File: config.mk
export PLATFORM = sky130hd
export DESIGN_NAME = func_hdl_axis_join_adapter
export DESIGN_NICKNAME = d
export VERILOG_FILES = /design/src/rtl/func_hdl_axis_join_adapter_pkg.sv /design/src/rtl/func_hdl_axis_join_adapter_fifo.sv /design/src/rtl/func_hdl_axis_join_adapter.sv
export SDC_FILE = /design/constraint.sdc
export NUM_CORES = 1
export LEC_CHECK = 0
export BUFFER_PORTS_ARGS = -buffer_cell sky130_fd_sc_hd__buf_2
export CAP_MARGIN = 20
export CORE_ASPECT_RATIO = 0.9
export CORE_UTILIZATION = 54
export DETAILED_ROUTE_END_ITERATION = 8
export HOLD_SLACK_MARGIN = 0.12
export PLACE_DENSITY = 0.8
export SLEW_MARGIN = 40
export SYNTH_ARGS = -nofsm -noshare
export SYNTH_HDL_FRONTEND = slang
export SYNTH_SLANG_ARGS = --single-unit
File: constraint.sdc
create_clock -name aclk -period 5.1 [get_ports aclk]
set_input_delay 0 -clock aclk [delete_from_list [all_inputs] [get_ports aclk]]
set_output_delay 0 -clock aclk [all_outputs]
set_load 0.005 [all_outputs]
File: src/rtl/func_hdl_axis_join_adapter_pkg.sv
// Shared constants and types for the TyBEC kernel stream adapter.
// The default lane width follows the kernel's vectorisation factor.
package func_hdl_pkg;

  localparam int TY_GVECT       = 2;
  localparam int DEF_DATA_WIDTH = 32 * TY_GVECT;

  typedef logic [DEF_DATA_WIDTH-1:0] vect_t;

  // Bits needed to hold an occupancy value from 0 to depth inclusive.
  function automatic int cnt_bits(input int depth);
    return $clog2(depth + 1);
  endfunction

endpackage

File: src/rtl/func_hdl_axis_join_adapter_fifo.sv
// Synchronous FIFO with a registered occupancy count; full/empty come straight from that count.
// Push and pop in the same cycle leave the count unchanged.
module ty_sync_fifo
  import func_hdl_pkg::*;
#(
  parameter int WIDTH = DEF_DATA_WIDTH,
  parameter int DEPTH = 2
) (
  input  logic             aclk,
  input  logic             areset,
  input  logic             push,
  input  logic [WIDTH-1:0] wdata,
  input  logic             pop,
  output logic [WIDTH-1:0] rdata,
  output logic             full,
  output logic             empty
);

  localparam int PW = $clog2(DEPTH);
  localparam int CW = cnt_bits(DEPTH);

  logic [WIDTH-1:0] mem [DEPTH];
  logic [PW-1:0]    wr_ptr;
  logic [PW-1:0]    rd_ptr;
  logic [CW-1:0]    count;
  logic             do_push;
  logic             do_pop;

  assign full    = (count == CW'(DEPTH));
  assign empty   = (count == '0);
  assign do_push = push & ~full;
  assign do_pop  = pop & ~empty;
  assign rdata   = mem[rd_ptr];

  always_ff @(posedge aclk) begin
    if (areset) begin
      wr_ptr <= '0;
      rd_ptr <= '0;
      count  <= '0;
    end else begin
      if (do_push) wr_ptr <= wr_ptr + 1'b1;
      if (do_pop)  rd_ptr <= rd_ptr + 1'b1;
      case ({do_push, do_pop})
        2'b10:   count <= count + 1'b1;
        2'b01:   count <= count - 1'b1;
        default: count <= count;
      endcase
    end
  end

  // NOTE: storage has no reset; clearing the pointers and count is enough to empty the FIFO,
  // and leaving the array unreset lets it map onto plain RAM/SRL cells.
  always_ff @(posedge aclk) begin
    if (do_push) mem[wr_ptr] <= wdata;
  end

endmodule

File: src/rtl/func_hdl_axis_join_adapter.sv
// AXI-Stream <-> TyBEC kernel adapter: per-channel input FIFOs joined into one kernel beat,
// an output FIFO isolating the kernel from AXI back-pressure, and beat counters.
module func_hdl_axis_join_adapter
  import func_hdl_pkg::*;
#(
  parameter int C_DATA_WIDTH   = DEF_DATA_WIDTH,
  parameter int C_NUM_CHANNELS = 2,
  parameter int C_IN_DEPTH     = 2,
  parameter int C_OUT_DEPTH    = 4
) (
  input  logic                                         aclk,
  input  logic                                         areset,
  input  logic [C_NUM_CHANNELS-1:0]                    s_tvalid,
  input  logic [C_NUM_CHANNELS-1:0][C_DATA_WIDTH-1:0]  s_tdata,
  output logic [C_NUM_CHANNELS-1:0]                    s_tready,
  output logic                                         m_tvalid,
  output logic [C_DATA_WIDTH-1:0]                      m_tdata,
  input  logic                                         m_tready,
  output logic                                         k_ivalid,
  output logic [C_NUM_CHANNELS-1:0][C_DATA_WIDTH-1:0]  k_idata,
  input  logic                                         k_iready,
  input  logic                                         k_ovalid,
  input  logic [C_DATA_WIDTH-1:0]                      k_odata,
  output logic                                         k_oready,
  output logic [31:0]                                  in_beats,
  output logic [31:0]                                  out_beats
);

  logic [C_NUM_CHANNELS-1:0] in_full;
  logic [C_NUM_CHANNELS-1:0] in_empty;
  logic                      join_fire;
  logic                      out_full;
  logic                      out_empty;
  logic                      out_fire;

  // Handshake outputs are forced low while reset is held so no beat completes in a reset cycle.
  assign s_tready  = ~in_full & {C_NUM_CHANNELS{~areset}};
  assign k_ivalid  = ~(|in_empty) & ~areset;
  assign join_fire = k_ivalid & k_iready;

  for (genvar g = 0; g < C_NUM_CHANNELS; g++) begin : g_in
    ty_sync_fifo #(
      .WIDTH (C_DATA_WIDTH),
      .DEPTH (C_IN_DEPTH)
    ) u_in_fifo (
      .aclk   (aclk),
      .areset (areset),
      .push   (s_tvalid[g] & s_tready[g]),
      .wdata  (s_tdata[g]),
      .pop    (join_fire),
      .rdata  (k_idata[g]),
      .full   (in_full[g]),
      .empty  (in_empty[g])
    );
  end

  assign k_oready = ~out_full & ~areset;
  assign m_tvalid = ~out_empty & ~areset;
  assign out_fire = m_tvalid & m_tready;

  ty_sync_fifo #(
    .WIDTH (C_DATA_WIDTH),
    .DEPTH (C_OUT_DEPTH)
  ) u_out_fifo (
    .aclk   (aclk),
    .areset (areset),
    .push   (k_ovalid & k_oready),
    .wdata  (k_odata),
    .pop    (out_fire),
    .rdata  (m_tdata),
    .full   (out_full),
    .empty  (out_empty)
  );

  always_ff @(posedge aclk) begin
    if (areset) begin
      in_beats  <= '0;
      out_beats <= '0;
    end else begin
      if (join_fire) in_beats  <= in_beats + 32'd1;
      if (out_fire)  out_beats <= out_beats + 32'd1;
    end
  end

endmodule

==> summary.md <==
| Metric | Value |
|---|---|
| Status | finished, final reports clean |
| Clk_skew | 0.0372 ns |
| Relative max-transition margin | 42.0% |
| Clock latency on the worst-skew pair | 0.62 ns |
| Net Sw Power | 2310 µW |
| Combinational Power Share | 7.8% |
| Internal power | 8260 µW |
| Seq pwr share | 52.1% |
| Clock power share | 40.1% |
| Count leader, synth | edfxtp_1 |
| Final Setup Violations | 0 |
| Die Height | 194 µm |
| Setup TNS Final | 0 ns |
| CTS root buf | clkbuf_16 |
| GR Overflow Total | 0 |
| Max Clock Freq | 0.365 GHz |
| Layout cells sized above 1 | 38.2% |
| Core area | 0.0406 mm² |
| First-pass GRT wire length | 90.0 mm |
| Gpl congestion | 0.811 |
| Mapped Avg Cell Area | 18.8 µm² |
| GRT Total Usage | 28.6% |
| Worst Path Buf+Inv | 3 |
| CP startpoint kind | flop |
| Measured slew at the worst slew-check pin | 0.870 ns |
| Area growth syn-to-layout | 35.3% |
| Crit path time final | 2.74 ns |
| Crit share post-route | 53.7% |
| Nets | 2171 |
| Post-Route WL | 60.4 mm |
| Synth top cells by count | 512 x edfxtp_1, 129 x mux2_2, 83 x dfxtp_1 |
| Worst Hold Class | input pin to flop |
| Rows | 70 |
| CTS clk-pin slew, worst paths | 0.06 ns |
| Post-synth ARST share | 0% |
| Yosys reg bits | 595 |
| Seq/Total Area, Yosys | 76.9% |
| Worst path required time | 5.10 ns |
| Syn_nets | 1388 |
| Synth unique cells | 37 |
| Vias | 14200 |
| Max-Cap Viols | 0 |
| Largest net degree at the start of global routing | 65 |
| Final hold vios | 0 |
| Worst path slowest cell | mux4_2 |
| Critical path, cell by cell | buf_12 > buf_4 > mux4_2 > buf_2 |
| Cell Area, Synth | 0.0222 mm² |
| Switching share of power | 21.9% |
| Pleak | 0.0109 µW |
| Vias per std cell | 5.58 |
| Slowest stage delay, CP | 0.62 ns |
| Clock Sink Count | 595 |
| Worst Path Arrival | 2.74 ns |
| Cells after synthesis | 1179 |
| RSZ-0062 raised after global routing | no |
| CTS max path bufs | 3 |
| Design area | 0.0300 mm² |
| DP Area | 0.0252 mm² |
| YS warnings | 0 |
| Initial Utilization | 54.7% |
| First DRT Iteration DRCs | 1225 |
| Power per cell area | 352 mW/mm² |
| H-tree lvl count | 2 |
| Full die area | 0.0419 mm² |
| CP max FO | 26 |
| Antenna-violating nets left | 0 |
| Cts bufs inserted | 56 |
| Synth area leader | edfxtp_1 |
| Drt drc | 0 |
| Setup CP Type | flop to output port |
| Number of global-route vias before repair | 15000 |
| TritonCTS clock tree | yes |
| Top cells by area, synth | edfxtp_1 69%, dfxtp_1 7.5%, mux2_2 6.6% |
| CP delay by family, top | buffers and inverters |
| Post-synth top area share | 69.4% |
| Routed len/inst | 23.7 µm |
| Post-synth EDFFs | 512 |
| Drt first pass iters | 5 |
| Initial antenna violation count | 4 |
| Buffers on Ports | 459 |
| Total power | 10600 µW |
| Die extent in x | 216 µm |
| DPL Wire Length | 32.8 mm |
| Peak VDD IR | 271 µV |
| Worst Setup End Kind | output port |
| Fin. max-slew vios | 0 |
| Number of fill cells in the layout | 2226 |
| Leading register cell type out of synthesis | edfxtp_1 |
| Num ports | 460 |
==> sequential cells by signal, summed over array words and instances (netlist names), named ones only <==
register,flops
g_in.u_in_fifo.count,4
u_out_fifo.count,3
g_in.u_in_fifo.rd_ptr,2
g_in.u_in_fifo.wr_ptr,2
u_out_fifo.rd_ptr,2
u_out_fifo.mem,256
out_beats,32
in_beats,32
g_in.u_in_fifo.mem,256
u_out_fifo.wr_ptr,2
==> worst reg2reg max path, delay by kind of cell (launching register included) <==
family | cells | cell delay (ns)
DFF | 1 | 0.38
buffers and inverters | 2 | 0.68
and+or+nand+nor | 1 | 0.83
AOI/OAI and AO/OA | 1 | 0.40
==> timing repair <==
item	4_1_cts	5_1_grt
hold buffers	291	2
setup buffers	0	0
endpoints found under the hold margin	676	6
resized for setup	0	0
endpoints found under the setup margin	0	0
==> stage by stage <==
step           hold slack [ns]  setup slack [ns]  util [%]  instances
4_1_cts                  0.120              2.12      73.8       2544
3_3_place_gp             0.187              2.41      61.9       2147
5_1_grt                  0.120              2.14      73.9       2551
2_1_floorplan           0.0518              1.14         -       1179
3_5_place_dp             0.191              2.48      62.1       2150
6_report                 0.136              2.36      74.0       2552
==> cell families after synthesis <==
group,after synthesis,share of synthesized area (%)
and+or+nand+nor,220,5.06
buffers and inverters,58,1.02
xor gates and xnor gates,58,2.29
DFF,595,76.9
AOI/OAI and AO/OA,45,1.10
muxes,193,13.1
adders and majority gates,10,0.598
==> final timing paths <==
| kind | to | slack (ns) | cells past startpoint | from |
|---|---|---|---|---|
| worst min register to register | flop | 0.52 | 2 | g_in[0].u_in_fifo.rd_ptr |
| worst min-delay path | g_in[0].u_in_fifo.mem[1][1] | 0.14 | 2 | s_tdata[1] |
| worst max register to register | u_out_fifo.mem[0][27] | 2.45 | 4 | u_out_fifo.count[1] |
| worst max-delay path | m_tdata[43] | 2.36 | 4 | flop |
==> power by group through the flow <==
| stage | sequential, µW | combinational [µW] | clock [µW] |
|---|---|---|---|
| 6_report | 5510 | 829 | 4230 |
| 2_1_floorplan | 5590 | 296 | 0 |
| 4_1_cts | 5510 | 788 | 4210 |
| 5_1_grt | 5520 | 874 | 4460 |
| 3_3_place_gp | 5600 | 575 | 0 |
| 3_5_place_dp | 5610 | 600 | 0 |
==> area by class of cell <==
type	count	area (µm²)	area share (%)
Sequential cell	595	17000	56.8
Timing Repair Buffer	770	5430	18.1
Multi-Input combinational cell	526	4930	16.5
Clock buffer	66	1440	4.80
Tap cell	540	676	2.25
Clock inverter	37	402	1.34
Inverter	13	48.8	0.163
Antenna cell	5	12.5	0.0417
==> cell usage in the layout (no fill, tap or decap), types with 4 or more instances in the layout <==
cell type and instances:
and3_1 8, and4_1 9, inv_1 13, bufinv_16 7
clkinv_1 12, or4_1 4, nand2_1 27, edfxtp_1 512
mux4_2 64, xor2_1 25, nor4_1 7, xnor2_1 33
dfxtp_1 79, nand4_1 14, nand2b_1 4, nand3_1 25
clkbuf_16 56, and3_2 4, dlygate4sd3_1 293, clkinv_2 13
and2_1 5, diode_2 5, nor3_1 14, buf_6 4
mux2_2 129, or3_1 16, a21oi_1 22, buf_4 10
ha_1 9, buf_2 459, nor2_1 69, o21ai_0 16
clkbuf_1 10
==> per-layer routing <==
layer,GRT usage (%),vias up,routed length [µm]
li1,-,6184,-
met1,34.2,7081,22000
met2,50.0,801,31200
met3,5.71,182,4330
met4,13.1,0,2870
met5,0,-,0
No activity file was read; power rests on OpenSTA's default activity.
